[src/rtl/cpu_pkg.sv]
// Shared decode types: opcode map, instruction field positions, decoded bundle.
package cpu_pkg;

    localparam int CPU_XLEN = 32;
    localparam int CPU_RW   = 5;

    localparam int OPC_HI = 31;
    localparam int OPC_LO = 27;
    localparam int IFLAG  = 26;
    localparam int RD_HI  = 25;
    localparam int RD_LO  = 21;
    localparam int RS1_HI = 20;
    localparam int RS1_LO = 16;
    localparam int RS2_HI = 15;
    localparam int RS2_LO = 11;
    localparam int IMM_W  = 16;

    typedef enum logic [4:0] {
        OP_ADD  = 5'b00000,
        OP_SUB  = 5'b00010,
        OP_SUBB = 5'b00011,
        OP_LSR  = 5'b00100,
        OP_ASR  = 5'b00101,
        OP_SL   = 5'b00110,
        OP_AND  = 5'b00111,
        OP_OR   = 5'b01000,
        OP_NOT  = 5'b01001,
        OP_LD   = 5'b01010,
        OP_ST   = 5'b01011,
        OP_MOV  = 5'b01100,
        OP_POP  = 5'b10000,
        OP_PUSH = 5'b10001,
        OP_HALT = 5'b11111
    } opcode_e;

    typedef enum logic {
        ST_RUN    = 1'b0,
        ST_HALTED = 1'b1
    } issue_state_e;

    typedef struct packed {
        logic [4:0]          alu_op;
        logic [CPU_RW-1:0]   rd;
        logic [CPU_RW-1:0]   rs1;
        logic [CPU_RW-1:0]   rs2;
        logic                src_b_imm;
        logic [CPU_XLEN-1:0] imm;
        logic                reg_we;
        logic                mem_rd;
        logic                mem_wr;
        logic                sp_inc;
        logic                sp_dec;
        logic                halt;
        logic                illegal;
    } bundle_t;

endpackage

[src/rtl/instr_decode_scoreboard.sv]
// Register busy vector: set on issue, cleared by writeback or by a flushed bundle.
module scoreboard
    import cpu_pkg::*;
#(
    parameter int NREG = 32,
    parameter int RW   = $clog2(NREG)
) (
    input  logic          clk,
    input  logic          rst_n,
    input  logic          set_en,
    input  logic [RW-1:0] set_rd,
    input  logic          clr_en,
    input  logic [RW-1:0] clr_rd,
    input  logic          kill_en,
    input  logic [RW-1:0] kill_rd,
    input  logic [RW-1:0] rs1,
    input  logic [RW-1:0] rs2,
    input  logic [RW-1:0] rd,
    input  logic          chk_rs2,
    input  logic          chk_rd,
    output logic          hazard
);

    logic [NREG-1:0] busy;
    logic [NREG-1:0] busy_nxt;

    // Clears applied first so a same-cycle set on the same register wins.
    always_comb begin
        busy_nxt = busy;
        if (clr_en)  busy_nxt[clr_rd]  = 1'b0;
        if (kill_en) busy_nxt[kill_rd] = 1'b0;
        if (set_en)  busy_nxt[set_rd]  = 1'b1;
        busy_nxt[0] = 1'b0;
    end

    always_ff @(posedge clk) begin
        if (!rst_n) busy <= '0;
        else        busy <= busy_nxt;
    end

    // Registered busy only: a writeback this cycle does not release a waiter until next cycle.
    assign hazard = busy[rs1] | (chk_rs2 & busy[rs2]) | (chk_rd & busy[rd]);

endmodule

[src/rtl/instr_decode.sv]
// Decode/issue stage: one registered output slot, RAW/WAW scoreboard stall, HALT state.
module instr_decode
    import cpu_pkg::*;
#(
    parameter int XLEN = 32,
    parameter int NREG = 32
) (
    input  logic                    clk,
    input  logic                    rst_n,
    input  logic                    in_valid,
    input  logic [XLEN-1:0]         in_instr,
    output logic                    in_ready,
    output logic                    out_valid,
    input  logic                    out_ready,
    output logic [4:0]              alu_op,
    output logic [$clog2(NREG)-1:0] rd,
    output logic [$clog2(NREG)-1:0] rs1,
    output logic [$clog2(NREG)-1:0] rs2,
    output logic                    src_b_imm,
    output logic [XLEN-1:0]         imm,
    output logic                    reg_we,
    output logic                    mem_rd,
    output logic                    mem_wr,
    output logic                    sp_inc,
    output logic                    sp_dec,
    output logic                    halt,
    output logic                    illegal,
    input  logic                    wb_valid,
    input  logic [$clog2(NREG)-1:0] wb_rd,
    input  logic                    flush
);

    localparam int RW = $clog2(NREG);

    function automatic bundle_t decode_instr(input logic [CPU_XLEN-1:0] instr);
        bundle_t    b;
        logic [4:0] opc;
        b         = '0;
        opc       = instr[OPC_HI:OPC_LO];
        b.rd      = instr[RD_HI:RD_LO];
        b.rs1     = instr[RS1_HI:RS1_LO];
        b.rs2     = instr[RS2_HI:RS2_LO];
        b.alu_op  = opc;
        b.src_b_imm = instr[IFLAG];
        b.imm     = {{(CPU_XLEN-IMM_W){instr[IMM_W-1]}}, instr[IMM_W-1:0]};
        case (opc)
            OP_ADD, OP_SUB, OP_SUBB, OP_LSR, OP_ASR, OP_SL, OP_NOT: b.reg_we = 1'b1;
            OP_AND, OP_OR: begin
                b.reg_we = 1'b1;
                b.imm    = {{(CPU_XLEN-IMM_W){1'b0}}, instr[IMM_W-1:0]};
            end
            OP_MOV: begin
                b.reg_we    = 1'b1;
                b.src_b_imm = 1'b1;
            end
            OP_LD: begin
                b.alu_op    = OP_ADD;
                b.src_b_imm = 1'b1;
                b.reg_we    = 1'b1;
                b.mem_rd    = 1'b1;
            end
            OP_ST: begin
                b.alu_op    = OP_ADD;
                b.src_b_imm = 1'b1;
                b.mem_wr    = 1'b1;
            end
            OP_PUSH: begin
                b.alu_op = OP_ADD;
                b.mem_wr = 1'b1;
                b.sp_dec = 1'b1;
            end
            OP_POP: begin
                b.reg_we = 1'b1;
                b.mem_rd = 1'b1;
                b.sp_inc = 1'b1;
            end
            OP_HALT: b.halt = 1'b1;
            default: begin
                // Illegal words still carry their specifiers so hazard checks stay meaningful.
                b.alu_op    = '0;
                b.src_b_imm = 1'b0;
                b.illegal   = 1'b1;
            end
        endcase
        if (b.rd == '0) b.reg_we = 1'b0;
        return b;
    endfunction

    bundle_t      dec;
    bundle_t      out_q;
    logic         out_valid_q;
    logic         hazard;
    logic         accept;
    logic         kill;
    issue_state_e state;
    issue_state_e state_nxt;

    assign dec = decode_instr(in_instr);

    // Killed bundle is the one still sitting in the slot when flush arrives.
    assign kill     = flush & out_valid_q & ~out_ready;
    assign in_ready = rst_n & (state == ST_RUN) & ~flush & ~hazard & (~out_valid_q | out_ready);
    assign accept   = in_valid & in_ready;

    scoreboard #(.NREG(NREG), .RW(RW)) u_sb (
        .clk     (clk),
        .rst_n   (rst_n),
        .set_en  (accept & dec.reg_we),
        .set_rd  (dec.rd),
        .clr_en  (wb_valid),
        .clr_rd  (wb_rd),
        .kill_en (kill & out_q.reg_we),
        .kill_rd (out_q.rd),
        .rs1     (dec.rs1),
        .rs2     (dec.rs2),
        .rd      (dec.rd),
        .chk_rs2 (~dec.src_b_imm),
        .chk_rd  (dec.reg_we),
        .hazard  (hazard)
    );

    always_ff @(posedge clk) begin
        if (!rst_n) state <= ST_RUN;
        else        state <= state_nxt;
    end

    always_comb begin
        state_nxt = state;
        case (state)
            ST_RUN:    if (accept && dec.halt) state_nxt = ST_HALTED;
            ST_HALTED: if (flush)              state_nxt = ST_RUN;
            default:   state_nxt = ST_RUN;
        endcase
    end

    always_ff @(posedge clk) begin
        if (!rst_n) begin
            out_valid_q <= 1'b0;
            out_q       <= '0;
        end else if (accept) begin
            out_valid_q <= 1'b1;
            out_q       <= dec;
        end else if (out_ready || flush) begin
            out_valid_q <= 1'b0;
        end
    end

    assign out_valid = out_valid_q;
    assign alu_op    = out_q.alu_op;
    assign rd        = out_q.rd;
    assign rs1       = out_q.rs1;
    assign rs2       = out_q.rs2;
    assign src_b_imm = out_q.src_b_imm;
    assign imm       = out_q.imm;
    assign reg_we    = out_q.reg_we;
    assign mem_rd    = out_q.mem_rd;
    assign mem_wr    = out_q.mem_wr;
    assign sp_inc    = out_q.sp_inc;
    assign sp_dec    = out_q.sp_dec;
    assign halt      = out_q.halt;
    assign illegal   = out_q.illegal;

endmodule

[config.mk]
export PLATFORM = sky130hd
export DESIGN_NAME = instr_decode
export DESIGN_NICKNAME = d
export VERILOG_FILES = /design/src/rtl/cpu_pkg.sv /design/src/rtl/instr_decode_scoreboard.sv /design/src/rtl/instr_decode.sv
export SDC_FILE = /design/constraint.sdc
export NUM_CORES = 1
export LEC_CHECK = 0
export ABC_AREA = 1
export ABC_CLOCK_PERIOD_IN_PS = 2000
export BUFFER_PORTS_ARGS = -buffer_cell sky130_fd_sc_hd__buf_2
export CAP_MARGIN = 20
export CORE_UTILIZATION = 51
export CTS_BUF_LIST = sky130_fd_sc_hd__clkbuf_8
export CTS_CLUSTER_SIZE = 40
export DETAILED_ROUTE_END_ITERATION = 10
export PLACE_DENSITY = 0.79
export SLEW_MARGIN = 40
export SYNTH_ARGS = -nofsm -noshare
export SYNTH_HDL_FRONTEND = slang
export SYNTH_SLANG_ARGS = --single-unit
[constraint.sdc]
create_clock -name clk -period 2 [get_ports clk]
set_clock_uncertainty 0.05 [all_clocks]
set_input_delay 0.4 -clock clk [delete_from_list [all_inputs] [get_ports clk]]
set_output_delay 0.4 -clock clk [all_outputs]
set_load 0.02 [all_outputs]
# After elaboration in Yosys (flattened, before gate mapping)
# Cells that the tools add are included.
# Widths: inputs -> output; s select.
dict set report totals {
  output_inout_bits 62
  inputBits 43
  ff_bits 94
  elab_cells 111
}
dict set report op_classes {
  bitwise 25
  n_mux 31
  n_lt_le_gt_ge 8
  reduce_logical 16
  eq_ne 14
}
# cell n
set op_table {}
lappend op_table {{$mux 32} 4}
lappend op_table {{$and 32x32->32} 2}
lappend op_table {{$not 32->32} 2}
lappend op_table {{$reduce_or 12->1} 3}
lappend op_table {{$or 32x32->32} 1}
lappend op_table {{$lt 5x6->1 const B} 5}
lappend op_table {{$eq 5x4->1 const B} 5}
lappend op_table {{$eq 5x3->1 const B} 4}
lappend op_table {{$mux 1} 18}
lappend op_table {{$bmux 1 s5} 3}
lappend op_table {{$demux 1 s5} 3}
lappend op_table {{$eq 5x5->1 const B} 3}
lappend op_table {{$ge 5x1->1 const B} 3}
lappend op_table {{$reduce_or 15->1} 1}
lappend op_table {{$and 1x1->1} 11}
lappend op_table {{$eq 5x2->1 const B} 2}
lappend op_table {{$logic_not 5->1} 2}
lappend op_table {{$not 1->1} 6}
lappend op_table {{$reduce_or 2->1} 3}
lappend op_table {{$mux 5} 1}
lappend op_table {{$logic_and 1x1->1} 4}
lappend op_table {{$pmux 1 s2} 2}
lappend op_table {{$or 1x1->1} 3}
lappend op_table {{$reduce_or 3->1} 1}
lappend op_table {{2 further kinds} 2}

# Logic depth before layout (Yosys ltp)
dict set report logic_depth {
  depth_word 14
  ltp_mapped 18
  depth_no_buf 16
}

# Cells and area by module
# Synthesis repeated with hierarchy kept, for this count alone.
dict set report hier_totals {
  cells_unflattened 697
  hier_area_um2 4478.0
}
# mod cells_per_inst area_per_inst_um2 instances
set by_module_without_submodules {}
lappend by_module_without_submodules {scoreboard 433 2582.5 1}
lappend by_module_without_submodules {instr_decode 264 1895.6 1}

# Worst setup path after synthesis
# No wires, ideal clock.
dict set report synth_path {
  kind {input port to flip-flop}
  start {in in_instr[28]}
  end {reg out_q, in the netlist illegal}
  t_arrival_ns 1.971
  setup_slack_ns -0.134
  stages 16
  required_ns 1.837
  cell_sequence {buf_2 -> nand2_1 -> nor2_1 -> nand2_1 -> nand2_1 -> inv_1 -> nand2_1 -> nor2_2 -> nor2_4 -> nand3_2 -> nand3_1 -> nor2_2 -> nand2_1 -> buf_2 -> nor2_1 -> nor2_1}
}
dict set report synth_via {
  elab_chain_cells 11
}
# item line_no
set synth_lines {}
lappend synth_lines {{from (decl)} instr_decode.sv:11} ;# input logic [XLEN-1:0] in_instr,
lappend synth_lines {{$eq 5x5->1 (tied with other cells)} instr_decode.sv:46} ;# case (opc)
lappend synth_lines {{$reduce_or 12->1 (no source line) or $reduce_or 3->1 (tied branches)} --}
lappend synth_lines {{$pmux 1 s2} instr_decode.sv:46}
lappend synth_lines {{$not 1->1} instr_decode.sv:117} ;# .chk_rs2 (~dec.src_b_imm),
lappend synth_lines {{$and 1x1->1} instr_decode_scoreboard.sv:42} ;# assign hazard = busy[rs1] | (chk_rs2 & busy[rs2]) | (chk_rd & busy[rd]);
lappend synth_lines {{$or 1x1->1} instr_decode_scoreboard.sv:42}
lappend synth_lines {{$or 1x1->1 (*)} instr_decode_scoreboard.sv:42}
lappend synth_lines {{$not 1->1 (*)} instr_decode.sv:102} ;# assign in_ready = rst_n & (state == ST_RUN) & ~flush & ~hazard & (~out_valid_q | out_ready);
lappend synth_lines {{$and 1x1->1 (*) (2 in series)} instr_decode.sv:102}
lappend synth_lines {{via in_ready} instr_decode.sv:12} ;# output logic in_ready,
lappend synth_lines {{$and 1x1->1 (*)} instr_decode.sv:103} ;# assign accept = in_valid & in_ready;
lappend synth_lines {{to (signal assigned)} instr_decode.sv:139} ;# out_q <= '0;
lappend synth_lines {{to (signal assigned)} instr_decode.sv:142} ;# out_q <= dec;
lappend synth_lines {{to (decl)} instr_decode.sv:90} ;# bundle_t out_q;
# Mark *: on every way through the listed nets, which the timed path passes. The rest lies on a longest branch.
# A chain may end at the register's enable or synchronous reset.

# Worst setup path in the final report
dict set report layout_path {
  start {in in_instr[25]}
  end {out in_ready}
}
dict set report layout_via {
  elab_chain_cells 7
}
# item line_no
set layout_lines {}
lappend layout_lines {{$bmux 1 s5 or $logic_not 5->1 (tied branches)} {instr_decode_scoreboard.sv:42, instr_decode.sv:85}}
lappend layout_lines {{$mux 1 (on tied branches)} {instr_decode_scoreboard.sv:42, instr_decode.sv:85}}
lappend layout_lines {{$and 1x1->1 (*)} instr_decode_scoreboard.sv:42}
lappend layout_lines {{$or 1x1->1 (*)} instr_decode_scoreboard.sv:42}
lappend layout_lines {{$not 1->1 (*)} instr_decode.sv:102}
lappend layout_lines {{$and 1x1->1 (*) (2 in series)} instr_decode.sv:102}
lappend layout_lines {{to (decl)} instr_decode.sv:12}
# Every way passes the cells marked *; elsewhere a longest branch is shown, timed or not. The select of a mux whose other input is x is not followed.

==> summary.md <==
| Metric | Value |
|---|---|
| Worst min path class | `primary input to flip-flop` |
| Mean post-synth cell area | `6.24 um2` |
| Measured slew at the worst slew-check pin | `0.476 ns` |
| Distinct cells, synth | `29` |
| Fin. max-slew vios | `0` |
| Later-pin clock latency in the skew report | `0.35 ns` |
| I/O Pins | `105` |
| Setup violators final | `28` |
| Maximum clock path buffer count | `2` |
| HP Start | `in_instr[6]` |
| Status | `complete, but fails checks` |
| Crit path launch | `in_instr[25]` |
| Drt total wl | `17.7 mm` |
| Antenna Nets Post-Route | `0` |
| Reg-to-reg critical path startpoint | `u_sb.busy[5]` |
| P_leak | `2.87 nW` |
| # DRC | `0` |
| Starting DRT DRC Count | `496` |
| Maxcap violations | `0` |
| Die Area | `9890 um2` |
| Crit path cell chain | `buf_2 > inv_2 > nor3_1 > nand2_1 > nand2_1 > nor2_2 > nand3_2 > nand3_2 > nor2_4 > buf_6` |
| Synthesized net count | `819` |
| Total gr overflow | `0` |
| Chip width | `99.5 um` |
| Largest net degree at the start of global routing | `37` |
| Port bufs | `104` |
| Critical Path RT | `1.55 ns` |
| Slew HR | `68.0%` |
| Maximum fanout along the worst path | `5` |
| Cell count after synthesis | `776` |
| Clock root cell | `clkbuf_8` |
| Main synth FF type | `dfxtp_1` |
| Synthesis-to-layout area growth | `31.7%` |
| Drt pass-1 iters | `5` |
| CTS hold repair buffers | `0` |
| Cell Area, Synth | `4840 um2` |
| Final Cycle Share | `110%` |
| Unrepaired setup endpoints after global routing | `true` |
| Clk sinks | `73` |
| Vias in the first global route | `5,225` |
| Dpl cells | `1,010` |
| HPWL after detailed placement | `11.9 mm` |
| GR Util All Layers | `33.1%` |
| Worst VDD drop | `0.327 mV` |
| Initial Utilization | `52.4%` |
| Synth Register Bits | `73` |
| Post-synth EDFFs | `0` |
| TritonCTS clock tree | `done` |
| CORE AREA | `9240 um2` |
| Failing checks | `negative setup slack` |
| Die Ht | `99.5 um` |
| DR vias | `5,853` |
| Drt via density | `5.63` |
| WL/cell | `17.0 um` |
| First-pass GRT wire length | `25.5 mm` |
| CP startpoint kind | `primary input` |
| P per Cell Area | `542 nW/um2` |
| Final nets | `948` |
| Initial antenna violation count | `0` |
| Crit path largest cell delay | `0.38 ns` |
| Sequential area share after synthesis | `30.2%` |
| Final total power | `0.00346 W` |
| Final WS setup | `-0.203 ns` |
| # fillers | `822` |
| TritonCTS buffer count | `9` |
| Critical-path top delay cell | `nor3_1` |
| Final Hold Viols | `0` |
| FP Rows | `35` |
| Reg clk slew, reported paths | `0.08 ns` |
| Non-filler cells, final | `1,039` |
| Crit path DAT | `1.75 ns` |
| # diodes | `0` |
| Crit end category | `output pin` |
| Ys Warns | `0` |
| Worst R2R Path Depth | `13` |
| Ys async rst share | `0%` |
| Most frequent cells in the layout | `nor2_1 (125), nand2_1 (125), buf_2 (99), inv_1 (81), nand3_1 (70)` |
| Critical path class | `primary input to output pin` |
| CTS HTree Levels | `3` |
| Placer congestion estimate | `1.01` |
| WHS Path Cells | `3` |
| Share of layout cells above drive strength 1 | `33.7%` |
| Fmax | `454 MHz` |
| Min Clock Period, post-route | `2.20 ns` |
-- critical path, delay by kind of cell --
kind          cells  cell delay (ns)
simple gates      7             0.99
buf+inv           3             0.36
-- power by group --
part | leakage (nW) | total (W) | switching (W) | internal (W)
sequential | 0.609 | 0.00149 | 0.0000246 | 0.00147
clock | 0.0868 | 0.00107 | 0.000619 | 0.000448
combinational | 2.18 | 0.000895 | 0.000564 | 0.000331
total | 2.87 | 0.00346 | 0.00121 | 0.00225
-- cell type report --
class / instances / area [um2] / area share, %
Tap cell: 129 / 161 / 2.53
Clock buffer: 9 / 124 / 1.94
Inverter: 98 / 404 / 6.34
Timing Repair inverter: 1 / 11.3 / 0.177
Sequential cell: 73 / 1530 / 24.0
Multi-Input combinational cell: 545 / 2860 / 44.8
Timing Repair Buffer: 177 / 1250 / 19.5
Clock inverter: 7 / 46.3 / 0.726
-- state kept, by name, indices dropped and copies added, names as in the netlist --
signal	cells
u_sb.busy	31
imm	13
alu_op	5
rd	5
rs1	5
rs2	4
halt	1
illegal	1
mem_rd	1
mem_wr	1
out_valid	1
reg_we	1
sp_dec	1
sp_inc	1
src_b_imm	1
state	1
-- through the flow --
stage          setup slack [ns]  hold WS [ns]  utilization, %  TNS (ns)  area, um2
6_report                 -0.203         0.228            69.0    -0.779       6380
5_1_grt                  -0.281         0.218            69.0     -4.15       6380
4_1_cts                  -0.119         0.225            63.6    -0.119       5870
3_5_place_dp             -0.400         0.412            61.0    -21.31       5640
3_3_place_gp             -0.373         0.407            61.0    -18.21       5640
2_1_floorplan           0.00815         0.414               -         0       4870
-- synthesized netlist by cell type, types with 3 or more instances --
library cell / count / area, um2
buf_1: 3 / 11.3
nand2_4: 3 / 33.8
o221ai_1: 31 / 272
o21ai_1: 36 / 180
buf_6: 9 / 101
inv_2: 8 / 30.0
buf_2: 9 / 45.0
clkbuf_1: 11 / 41.3
buf_4: 28 / 210
nand2_1: 137 / 514
dfxtp_1: 73 / 1460
o21ai_0: 3 / 15.0
inv_1: 87 / 327
nand4_1: 33 / 206
nor3_1: 24 / 120
a21oi_1: 44 / 220
nand3_1: 84 / 420
nor2_1: 140 / 526
-- worst paths after layout --
kind / endpoint / slack (ns)
setup reg to reg: u_sb.busy[2] / -0.07
hold / removal: imm[6] / 0.23
hold reg to reg: mem_wr / 0.42
setup / recovery: in_ready / -0.20
-- logic make-up after synthesis --
kind of cell,Yosys count,share of synthesized area [%]
DFF,73,30.2
buffers and inverters,158,16.2
and+or+nand+nor,429,39.2
AOI/OAI and AO/OA,116,14.4
-- per-layer routing --
metal,vias up,global-route usage (%),share of wire (%)
met1,2624,42.9,40
met3,65,8.29,11
met5,-,0,0
met2,349,52.0,45
met4,0,14.9,3.2
li1,2815,-,-
-- timing repair --
action                                  4_1_cts  5_1_grt
endpoints found under the setup margin        4       73
endpoints found under the hold margin         0        0
setup buffers                                 1        6
gates resized for setup                      34      100
cloned                                        0        7
pin swaps                                     8       32
No activity file was read; power rests on OpenSTA's default activity.
